$ cat config.mk
export PLATFORM = sky130hd
export DESIGN_NAME = train_seq_flat
export DESIGN_NICKNAME = d
export VERILOG_FILES = /design/src/rtl/train_seq_pkg.sv /design/src/rtl/train_seq_if.sv /design/src/rtl/train_seq.sv /design/src/flat_wrapper.sv
export SDC_FILE = /design/constraint.sdc
export NUM_CORES = 1
export LEC_CHECK = 0
export ABC_AREA = 1
export ABC_CLOCK_PERIOD_IN_PS = 3300
export CAP_MARGIN = 30
export CORE_AREA = 2 2 165 167
export DETAILED_ROUTE_END_ITERATION = 16
export DIE_AREA = 0 0 167 169
export GPL_ROUTABILITY_DRIVEN = 0
export GPL_TIMING_DRIVEN = 0
export PLACE_DENSITY = 0.91
export SKIP_LAST_GASP = 1
export SYNTH_ARGS = -nofsm -noshare
export SYNTH_HDL_FRONTEND = slang
export SYNTH_SLANG_ARGS = --single-unit
$ cat constraint.sdc
create_clock -name clk -period 3.3 [get_ports clk]
set_clock_uncertainty 0.2 [all_clocks]
set_input_delay 0.825 -clock clk [delete_from_list [all_inputs] [get_ports clk]]
set_output_delay 0.825 -clock clk [all_outputs]
set_load 0.02 [all_outputs]
$ cat src/rtl/train_seq_pkg.sv
// train_seq_pkg: state encoding and counter sizing shared by the sequencer and its bench
package train_seq_pkg;
  localparam logic [2:0] S_IDLE = 3'd0;
  localparam logic [2:0] S_CLR = 3'd1;
  localparam logic [2:0] S_FETCH = 3'd2;
  localparam logic [2:0] S_HOLD = 3'd3;
  localparam logic [2:0] S_UPDATE = 3'd4;
  localparam logic [2:0] S_DONE = 3'd5;
  typedef enum logic [2:0] {
    IDLE = S_IDLE,
    CLR = S_CLR,
    FETCH = S_FETCH,
    HOLD = S_HOLD,
    UPDATE = S_UPDATE,
    DONE = S_DONE
  } state_t;
  localparam int BATCH_DEF = 4;
  localparam int N_HOLD_DEF = 4;
  function automatic int cnt_w(int batch, int n_hold);
    return $clog2((batch > n_hold ? batch : n_hold) + 1);
  endfunction
endpackage

$ cat src/rtl/train_seq_if.sv
// train_seq_if: valid/ready sample stream carrying one (input, target) pair
interface train_seq_if #(
  parameter int N_IN = 2,
  parameter int N_OUT = 2,
  parameter int WIDTH = 32
);
  logic s_valid;
  logic s_ready;
  logic [N_IN*WIDTH-1:0] s_k;
  logic [N_OUT*WIDTH-1:0] s_t;
  modport master (output s_valid, s_k, s_t, input s_ready);
  modport slave (input s_valid, s_k, s_t, output s_ready);
endinterface

$ cat src/rtl/train_seq.sv
// train_seq: fetches samples, holds them for the array and sequences load/accu/wr/rst_btch per mini-batch
module train_seq
  import train_seq_pkg::*;
#(
  parameter int N_IN = 2,
  parameter int N_OUT = 2,
  parameter int WIDTH = 32,
  parameter int BATCH = BATCH_DEF,
  parameter int N_HOLD = N_HOLD_DEF,
  parameter int LOAD_AT = 1
) (
  input  logic clk,
  input  logic rst,
  input  logic i_start,
  input  logic [15:0] i_n_epoch,
  input  logic [WIDTH-1:0] i_lr,
  train_seq_if.slave s,
  input  logic [WIDTH-1:0] i_cost,
  output logic [N_IN*WIDTH-1:0] o_k,
  output logic [N_OUT*WIDTH-1:0] o_t,
  output logic [WIDTH-1:0] o_lr,
  output logic o_load,
  output logic o_accu,
  output logic o_wr,
  output logic o_rst_btch,
  output logic [WIDTH-1:0] o_batch_cost,
  output logic [15:0] o_epoch,
  output logic o_busy,
  output logic o_done
);
  localparam int CW = cnt_w(BATCH, N_HOLD);
  localparam logic [CW-1:0] HLAST = CW'(N_HOLD - 1);
  localparam logic [CW-1:0] BLAST = CW'(BATCH - 1);
  localparam logic [CW-1:0] LOAD = CW'(LOAD_AT);
  state_t state, nxt;
  logic [CW-1:0] hold_cnt, smp_cnt;
  logic [WIDTH-1:0] acc;
  logic [15:0] n_ep;
  logic start_ok, fire;
  assign start_ok = (state == IDLE || state == DONE) && i_start;
  assign fire = state == HOLD && hold_cnt == HLAST;
  assign s.s_ready = !rst && state == FETCH;
  assign o_load = !rst && state == HOLD && hold_cnt == LOAD;
  assign o_accu = !rst && fire;
  assign o_wr = !rst && state == UPDATE;
  assign o_rst_btch = !rst && state == CLR;
  assign o_busy = state != IDLE && state != DONE;
  assign o_done = state == DONE;
  // state register
  always_ff @(posedge clk)
    state <= rst ? IDLE : nxt;
  // next-state decode
  always_comb begin
    nxt = state;
    case (state)
      IDLE, DONE: nxt = i_start ? (i_n_epoch == 16'd0 ? DONE : CLR) : state;
      CLR: nxt = FETCH;
      FETCH: nxt = s.s_valid ? HOLD : FETCH;
      HOLD: nxt = fire ? (smp_cnt == BLAST ? UPDATE : FETCH) : HOLD;
      UPDATE: nxt = o_epoch + 16'd1 == n_ep ? DONE : CLR;
      default: nxt = IDLE;
    endcase
  end
  // sample capture, counters and cost accumulation
  always_ff @(posedge clk) begin
    if (rst) begin
      o_k <= '0;
      o_t <= '0;
      o_lr <= '0;
      o_batch_cost <= '0;
      o_epoch <= '0;
      n_ep <= '0;
      hold_cnt <= '0;
      smp_cnt <= '0;
      acc <= '0;
    end else begin
      if (start_ok) begin
        o_lr <= i_lr;
        n_ep <= i_n_epoch;
        o_epoch <= '0;
        smp_cnt <= '0;
        hold_cnt <= '0;
        acc <= '0;
      end
      if (state == CLR) begin
        acc <= '0;
        smp_cnt <= '0;
      end
      if (state == FETCH && s.s_valid) begin
        o_k <= s.s_k;
        o_t <= s.s_t;
        hold_cnt <= '0;
      end
      if (state == HOLD) hold_cnt <= hold_cnt + CW'(1);
      if (fire) begin
        acc <= acc + i_cost;
        smp_cnt <= smp_cnt + CW'(1);
      end
      if (state == UPDATE) begin
        o_batch_cost <= acc;
        o_epoch <= o_epoch + 16'd1;
      end
    end
  end
endmodule

$ cat src/flat_wrapper.sv
// flat-port wrapper written by rule: the top's interface ports become plain ports
module train_seq_flat import train_seq_pkg::*;
#(
  parameter int N_IN = 2,
  parameter int N_OUT = 2,
  parameter int WIDTH = 32,
  parameter int BATCH = BATCH_DEF,
  parameter int N_HOLD = N_HOLD_DEF,
  parameter int LOAD_AT = 1
)
  (clk, rst, i_start, i_n_epoch, i_lr, i_cost, o_k, o_t, o_lr, o_load, o_accu, o_wr, o_rst_btch, o_batch_cost, o_epoch, o_busy, o_done, s_s_valid, s_s_k, s_s_t, s_s_ready);
  train_seq_if #(.N_IN(N_IN), .N_OUT(N_OUT), .WIDTH(WIDTH)) s_i ();
  input  logic clk;
  input  logic rst;
  input  logic i_start;
  input  logic [15:0] i_n_epoch;
  input  logic [WIDTH-1:0] i_lr;
  input  logic [WIDTH-1:0] i_cost;
  output logic [N_IN*WIDTH-1:0] o_k;
  output logic [N_OUT*WIDTH-1:0] o_t;
  output logic [WIDTH-1:0] o_lr;
  output logic o_load;
  output logic o_accu;
  output logic o_wr;
  output logic o_rst_btch;
  output logic [WIDTH-1:0] o_batch_cost;
  output logic [15:0] o_epoch;
  output logic o_busy;
  output logic o_done;
  input wire logic [$bits(s_i.s_valid)-1:0] s_s_valid;
  input wire logic [$bits(s_i.s_k)-1:0] s_s_k;
  input wire logic [$bits(s_i.s_t)-1:0] s_s_t;
  output wire logic [$bits(s_i.s_ready)-1:0] s_s_ready;
  assign s_i.s_valid = s_s_valid;
  assign s_i.s_k = s_s_k;
  assign s_i.s_t = s_s_t;
  assign s_s_ready = s_i.s_ready;
  train_seq #(.N_IN(N_IN), .N_OUT(N_OUT), .WIDTH(WIDTH), .BATCH(BATCH), .N_HOLD(N_HOLD), .LOAD_AT(LOAD_AT)) u_core (.clk(clk), .rst(rst), .i_start(i_start), .i_n_epoch(i_n_epoch), .i_lr(i_lr), .s(s_i), .i_cost(i_cost), .o_k(o_k), .o_t(o_t), .o_lr(o_lr), .o_load(o_load), .o_accu(o_accu), .o_wr(o_wr), .o_rst_btch(o_rst_btch), .o_batch_cost(o_batch_cost), .o_epoch(o_epoch), .o_busy(o_busy), .o_done(o_done));
endmodule
# == After elaboration in Yosys (flattened, before gate mapping) ==
# Index checks and enable logic that the tools add are counted.
# op_classes
n_addsub,4
eq_ne,11
muxes,17
n_reduce_logical,19
# op_table
operator,n
$mux W32,3
$add A32 B32 Y32,1
$mux W16,2
$mux W3,10
$add A16 B1 Y16 const B,1
$eq A16 B16 Y1,1
$logic_not A16 Y1,1
$pmux W3 S5,1
$eq A3 B2 Y1 const B,4
$logic_and A1 B1 Y1,10
$reduce_bool A3 Y1,3
$add A3 B1 Y3 const B,2
$eq A3 B1 Y1 const B,2
$eq A3 B3 Y1 const B,2
$logic_not A3 Y1,1
$ne A3 B3 Y1 const B,1
$ne A2 B2 Y1 const B,1
$reduce_bool A2 Y1,1
$reduce_or A2 Y1,1
$logic_not A1 Y1,1
$logic_or A1 B1 Y1,1
$mux W1,1
# totals
ff_bits,265
inputBits,212
output_inout_bits,215
word_cells,61

# == Longest topological paths before layout ==
# Gate-level depths: netlist (run 1).
# logic_depth
word_depth,6
depth_mapped,15
mapped_depth_nobuf,15

# == Least setup slack after synthesis (run 1) ==
# No wires, ideal clock.
# synth_path
kind,input-to-output
from,input rst
to,output s_s_ready
arrival_ps,1844
required_time_ps,2275
path_slack_ps,431
path_stages,3
path_buffers,2
cell_sequence,clkbuf_1 > clkbuf_1 > nor4_1
# synth_via
elab_chain_cells,2
# synth_lines
item,line_no,rtl
from (decl),flat_wrapper.sv:14,input logic rst;
$logic_not A1 Y1,train_seq.sv:42,assign s.s_ready = !rst && state == FETCH;
$logic_and A1 B1 Y1,train_seq.sv:42,
to (decl),flat_wrapper.sv:33,output wire logic [$bits(s_i.s_ready)-1:0] s_s_ready;
# No other way between the ends.

# == Final worst setup path (run 1) ==
# layout_path
from,register u_core.state[1]
to,output o_accu
# layout_via
elab_chain_cells,3
# layout_lines
item,line_no,rtl
from (decl),train_seq.sv:35,"state_t state, nxt;"
from (signal assigned),train_seq.sv:51,state <= rst ? IDLE : nxt;
$eq A3 B2 Y1,train_seq.sv:41,assign fire = state == HOLD && hold_cnt == HLAST;
$logic_and A1 B1 Y1,train_seq.sv:41,
$logic_and A1 B1 Y1,train_seq.sv:44,assign o_accu = !rst && fire;
to (decl),flat_wrapper.sv:23,output logic o_accu;
# No other way between the ends.

==> results of run 1 <==
## timing repair
| item | CTS | global route |
|---|---|---|
| pin swaps | 0 | 0 |
| gates cloned | 0 | 0 |
| buffers inserted | 0 | 0 |
| resized for setup | 14 | 8 |
| endpoints found under the setup margin | 5 | 4 |
| hold endpoints to repair | 0 | 0 |
## power breakdown
part           internal [mW]  leakage, nW  switching (mW)
logic                  0.611         4.29           0.745
clock network           2.33        0.533            1.38
registers               3.35         2.15          0.0952
## per-stage QoR
step                util, %  hold WS [ns]
floorplan                 -        0.2328
global placement      62.22        0.2449
detailed placement    62.22        0.2545
CTS                   66.41        0.2637
global route          66.63        0.2778
finish                66.63        0.2644
## worst max-delay path, cell delays in order, from the launching register on
cell             delay (ns)
dfxtp_1                0.39
inv_1                  0.18
nor3_4                 0.22
nand2_1                0.10
buf_2                  0.21
nor2_2                 0.23
clkdlybuf4s15_1        0.34
## sequential cells by signal (all words and copies together), names as in the netlist
register and flops:
u_core.acc 32, u_core.hold_cnt 3, u_core.n_ep 16, u_core.o_batch_cost 32, u_core.o_epoch 16, u_core.o_k 64
u_core.o_lr 32, u_core.o_t 64, u_core.smp_cnt 3, u_core.state 3
## final cells by class
class	instances	share of cell area, %
plain buffers	83	2.105
repair buffers	425	24.10
clock buffers	31	4.209
inverters	88	1.878
diodes	13	0.1842
multi-input cells	1222	33.11
well taps	341	2.416
clock inverters	21	1.942
flip-flops and latches	265	30.06
## worst max-delay path by stage
stage                     from         to  slack [ns]  cells after the start
2_1_floorplan              rst  s_s_ready        0.43                      3
3_3_place_gp               rst     o_load       -0.93                      6
3_5_place_dp               rst     o_load       -0.91                      6
4_1_cts                    rst     o_load       -0.09                      5
5_1_grt        u_core.state[1]     o_accu     -0.0009                      6
6_report       u_core.state[1]     o_accu        0.07                      6
## cell usage after synthesis
cell type,count
nand3_1,66
nor3_4,1
clkinv_1,1
nand2_1,468
a21oi_2,1
nand2b_1,1
o32ai_1,2
xnor3_1,1
buf_6,4
xor2_1,3
o21bai_1,7
nor2_1,192
clkbuf_1,61
o2111a_1,1
buf_1,5
a21o_1,6
a21oi_1,248
ha_1,37
nor4_1,4
dfxtp_1,265
a32o_1,4
o21ai_0,123
buf_2,12
nand4_1,17
inv_1,85
nand3b_1,5
and2_1,1
o22ai_1,1
buf_4,2
nor2_2,1
nor3_1,13
xnor2_1,3
or2_2,2
inv_2,2
xor3_1,1
nand2_2,1
o31ai_1,2
nor2_4,2
fa_1,1
o21a_1,5
a21boi_0,2
## cell families after synthesis
family                   Yosys count  share of synthesized area [%]
adder cells (fa/ha/maj)           38                          4.090
XOR/XNOR                           8                         0.8371
AND/OR/NAND/NOR                  774                          26.40
flip-flops                       265                          44.92
AO/OA/AOI/OAI                    402                          17.83
buffers and inverters            172                          5.912
## per-layer routing
metal | up-vias | part of all wire [%] | GRT usage, %
met5 | - | 0.023 | 0
met4 | 2 | 7.6 | 21.36
met3 | 246 | 11 | 10.40
met2 | 872 | 47 | 53.21
met1 | 6303 | 34 | 33.52
li1 | 6388 | - | -
## placed cells by master, fill, tap and decap left out, types with 7 or more instances in the layout
cell type,count
clkinv_2,9
nor2_1,190
nand3_1,66
ha_1,37
buf_2,11
dfxtp_1,263
clkbuf_1,59
a21oi_1,248
nor3_1,10
bufinv_16,9
diode_2,13
inv_1,85
nand4_1,17
nand2_1,468
clkbuf_16,29
o21bai_1,7
clkdlybuf4s50_1,419
o21ai_0,123
==> impl_results.md, run 1 <==
- Yosys reg bits: 265
- Die Area: 0.02822 mm²
- Worst hold endpoint: u_core.o_t[50]
- Cells after synthesis: 1659
- All-layer global routing usage: 31.49%
- Max Clock Freq: 309.4 MHz
- Crit start category: register
- Final worst-path setup slack: 0.06825 ns
- First-pass GRT wire length: 70950 µm
- Clock buffer depth: 3
- Final-report hold violation count: 0
- Hold_buf cts: 0
- Area leader, netlist: dfxtp_1
- Final #Nets: 2363
- Area of the multi-input gates: 0.005846 mm²
- Critical Path Sink Type: output pin
- Dpl cell area: 0.01649 mm²
- Initial Util: 44.56%
- Mapped Avg Cell Area: 7.118 µm²
- Fillers: 2042
- Critical path class: reg -> out
- HPWL after DPL: 35630 µm
- GRT Residual Overflow: 0
- Mapped Area: 0.01181 mm²
- CTS H-tree lvls: 1
- Max cap viols: 0
- Status: completed
- Syn-to-layout area delta: 49.52%
- Largest net degree at the start of global routing: 20
- Yosys warns: 0
- DP Worst Slack: -0.9061 ns
- CTS tree: done
- Initial antenna violation count: 14
- Final Power: 8.506 mW
- RSZ-0062 raised after global routing: yes
- Via count of the first global-routing pass: 13.43k
- Hold depth: 2
- Required @ worst endpoint: 2.27 ns
- Final setup viols: 0
- Critical path arrival: 2.21 ns
- Core area: 0.02650 mm²
- Slew Viols, Final: 0
- Period minus WS final: 3.232 ns
- Share of cells above drive strength 1: 4.215%
- Fin area: 0.01766 mm²
- Num CTS Buffers: 28
- Port Buffers: 425
- Worst-margin pin slew: 0.6323 ns
- Final wirelength: 47010 µm
- Sequential element share of the synthesized area: 44.92%
- Clock slew at reported path FFs: 0.06 ns
- IO Count: 427
- Clk_lat worst skew: 0.54 ns
- Synth area leaders: dfxtp_1, nand2_1, a21oi_1, nor2_1, o21ai_0
- FF+latch area: 0.005308 mm²
- Leakage: 6.978 nW
- Via count: 13.81k
- Reg2reg setup slack: 0.75 ns
- Distinct cells, synth: 41
- Rows: 60
- Hold Path Class: reg -> reg
- Chip height: 169 µm
- Syn_nets: 1909
- Synth top area share: 44.92%
- Worst r2r src: u_core.acc[0]
- Number of clock sinks: 265
- Placed instance count: 2425
- Slew headroom: 57.85%
- Worst r2r path cells: 14
- HP Start: u_core.o_t[50]
- Period utilisation layout: 97.93%
- Die Width: 167 µm
- Root Buffer Master: clkbuf_16
- Reg2reg end: u_core.acc[28]
- Final Non-Filler Cells: 2489
- DR DRC count: 0
- Fin Setup TNS: 0 ns
- Routed len/inst: 18.89 µm
- VDD IR max: 0.4058 mV
- Crit path max fanout: 10
- Vias per cell: 5.549
- Pre-Repair DR Iteration Count: 6
- Power per cell area: 481.8 mW/mm²
- Initial drt markers: 1322
- Antenna-violating nets left: 0
Power figures use the tool's default switching activity.
==> run 2: changes to the inputs <==
--- a/config.mk
+++ b/config.mk
@@ -13,7 +13,7 @@
 export DIE_AREA = 0 0 167 169
 export GPL_ROUTABILITY_DRIVEN = 0
 export GPL_TIMING_DRIVEN = 0
-export PLACE_DENSITY = 0.91
+export PLACE_DENSITY = 0.89
 export SKIP_LAST_GASP = 1
 export SYNTH_ARGS = -nofsm -noshare
 export SYNTH_HDL_FRONTEND = slang
==> run 2 against run 1 <==
Worst setup slack got worse by 0.0073 ns. Critical path depth fell by 1. Largest power group is now registers. Clock power fell by 17%. Register-to-register slack barely moved. First-iteration DRC count fell by 7.6%. Count of clock-buffer cells in the layout rose by 11.
==> impl_results.md, run 2 (synthesized netlist as in run 1, its figures left out) <==
- Most common cell after layout, fill and taps aside: nand2_1
- Crit path max fanout: 5 (-5)
- Max cap viols: 0 (unchanged)
- Placed instance count: 2425 (unchanged)
- Routed len/inst: 18.52 µm (-2.0%)
- Max Clock Freq: 308.7 MHz (-0.22%)
- Syn-to-layout area delta: 47.78%
- Final Power: 7.870 mW (-7.5%)
- DR DRC count: 0 (unchanged)
- Required @ worst endpoint: 2.27 ns (about the same)
- Initial Util: 44.56% (unchanged)
- Critical path class: reg -> out
- Final setup viols: 0 (unchanged)
- Period minus WS final: 3.239 ns (+0.007253 ns)
- Clk_lat worst skew: 0.55 ns (about the same)
- CTS H-tree lvls: 1 (unchanged)
- Fin Setup TNS: 0 ns (unchanged)
- CTS tree: done
- Slew Viols, Final: 0 (unchanged)
- Worst path slowest cell: clkdlybuf4s50_1
- Core area: 0.02650 mm² (unchanged)
- IO Count: 427 (unchanged)
- Worst hold slack: 0.2634 ns (-0.001029 ns)
- Period utilisation layout: 98.15% (+0.22 points)
- Status: completed
- Final Non-Filler Cells: 2493 (+0.16%)
- Worst-margin pin slew: 0.7558 ns (+0.1236 ns)
- Initial drt markers: 1222 (-7.6%)
- Share of cells above drive strength 1: 3.797% (-0.42 points)
- Crit start category: register
- Slew headroom: 49.61% (-8.2 points)
- Met1 usage: 33.62% (+0.098 points)
- Initial antenna violation count: 19 (+5)
- Most frequent cells in the layout: nand2_1, clkdlybuf4s50_1, dfxtp_1
- All-layer global routing usage: 30.86% (-0.63 points)
- CP top delay family: buffers and inverters
- Final wirelength: 46160 µm (-1.8%)
- Port Buffers: 425 (unchanged)
- Crit path buffers/inverters: 2 (-1)
- Number of clock sinks: 265 (unchanged)
- Power per cell area: 451.0 mW/mm² (-6.4%)
- GR Util met2: 52.60% (-0.61 points)
- CP max stage delay: 0.75 ns (+0.36 ns)
- Root Buffer Master: clkbuf_16
- Chip height: 169 µm (unchanged)
- Final worst-path setup slack: 0.06099 ns (-0.007253 ns)
- Hold Path Class: reg -> reg
- Pre-Repair DR Iteration Count: 8 (+2)
- HPWL after DPL: 35310 µm (-0.88%)
- RSZ-0062 raised after global routing: yes
- Die Width: 167 µm (unchanged)
- Clock slew at reported path FFs: 0.06 ns (about the same)
- VDD IR max: 0.4229 mV (+4.2%)
- Critical Path Sink Type: output pin
- Grt peak-use layer: met2
- Antenna-violating nets left: 0 (unchanged)
- CP cell instances: inv_1 -> nand2_2 -> nor2_2 -> a21oi_2 -> clkdlybuf4s50_1
- Top Registers: u_core.o_k: 64 flops, u_core.o_t: 64 flops
- Clock buffer depth: 3 (unchanged)
- Via count of the first global-routing pass: 13.04k (-2.9%)
- Via count: 13.61k (-1.5%)
- Setup bufs post-CTS: 0 (unchanged)
- Vias per cell: 5.459 (-1.6%)
- GR Util met3: 9.165% (-1.2 points)
- Final #Nets: 2364 (+0.042%)
- First-pass GRT wire length: 69350 µm (-2.2%)
- Num CTS Buffers: 29 (+3.6%)
- Leakage: 6.860 nW (-1.7%)
- Final-report hold violation count: 0 (unchanged)
- Critical path arrival: 2.21 ns (about the same)
- Largest net degree at the start of global routing: 20 (unchanged)
- GRT Residual Overflow: 0 (unchanged)
- DP Worst Slack: -0.6345 ns (+0.2716 ns)
- Rows: 60 (unchanged)
- Die Area: 0.02822 mm² (unchanged)
## run 2: changes by cell type in the layout (fill, tap and decap cells not counted), sizes merged
| cell | before | now |
|---|---|---|
| dlymetal6s2s | 2 | 1 |
| inv | 87 | 88 |
| dlygate4sd2 | 3 | 2 |
| clkdlybuf4s50 | 419 | 420 |
| clkbuf | 91 | 103 |
| bufinv | 9 | 0 |
| diode | 13 | 19 |
| clkinv | 11 | 6 |
## run 2: final timing paths
check        slack [ns]  cells after the start                from            endpoint
max                0.06                      5     u_core.state[1]              o_busy
min                0.26                      2  u_core.hold_cnt[2]  u_core.hold_cnt[2]
max reg2reg        0.74                     15       u_core.acc[0]      u_core.acc[20]
min reg2reg        0.26                      2  u_core.hold_cnt[2]  u_core.hold_cnt[2]
## run 2: worst reg2reg max path: stages (launching register included)
cell	delay, ns
dfxtp_1	0.33
ha_1	0.24
fa_1	0.43
nand3_1	0.09
nand2_1	0.08
nand2_1	0.06
nand2_1	0.10
nand2_1	0.09
nand2_1	0.15
nand2_1	0.10
nand2_1	0.13
nand3_1	0.14
nand2_1	0.07
nand2_1	0.07
nand3_1	0.07
a21oi_1	0.13
## run 2: layout make-up
type / instances / area (µm²)
Inverter: 88 / 335.3
Multi-Input combinational cell: 1222 / 5827
Tap cell: 341 / 426.7
Timing Repair Buffer: 425 / 4249
Fill cell: 2156 / 9050
Buffer: 83 / 371.6
Clock inverter: 8 / 52.55
Sequential cell: 265 / 5306
Clock buffer: 42 / 834.6
Antenna cell: 19 / 47.55
## run 2: where the power goes
group	switching (mW)	total [mW]	internal, mW	leakage [nW]
Combinational	0.736	1.35	0.610	4.28
Sequential	0.0960	3.45	3.35	2.15
Clock	1.33	3.08	1.74	0.433
## run 2: stage by stage
step | utilization (%) | instance area (µm²)
floorplan | - | 11810
global placement | 62.22 | 16490
detailed placement | 62.22 | 16490
CTS | 65.62 | 17390
global route | 65.83 | 17450
finish | 65.85 | 17450
## run 2: timing repair
item / 4_1_cts / 5_1_grt
setup endpoints to repair: 5 / 3
hold buffers: 0 / 0
cloned: 0 / 0
gates resized for setup: 11 / 11
pin swaps: 0 / 0
## run 2: per-layer routing
metal,vias to the layer above,routed length (µm)
met5,-,11
li1,6400,-
met3,178,4727
met2,742,22330
met4,2,2743
met1,6288,16350
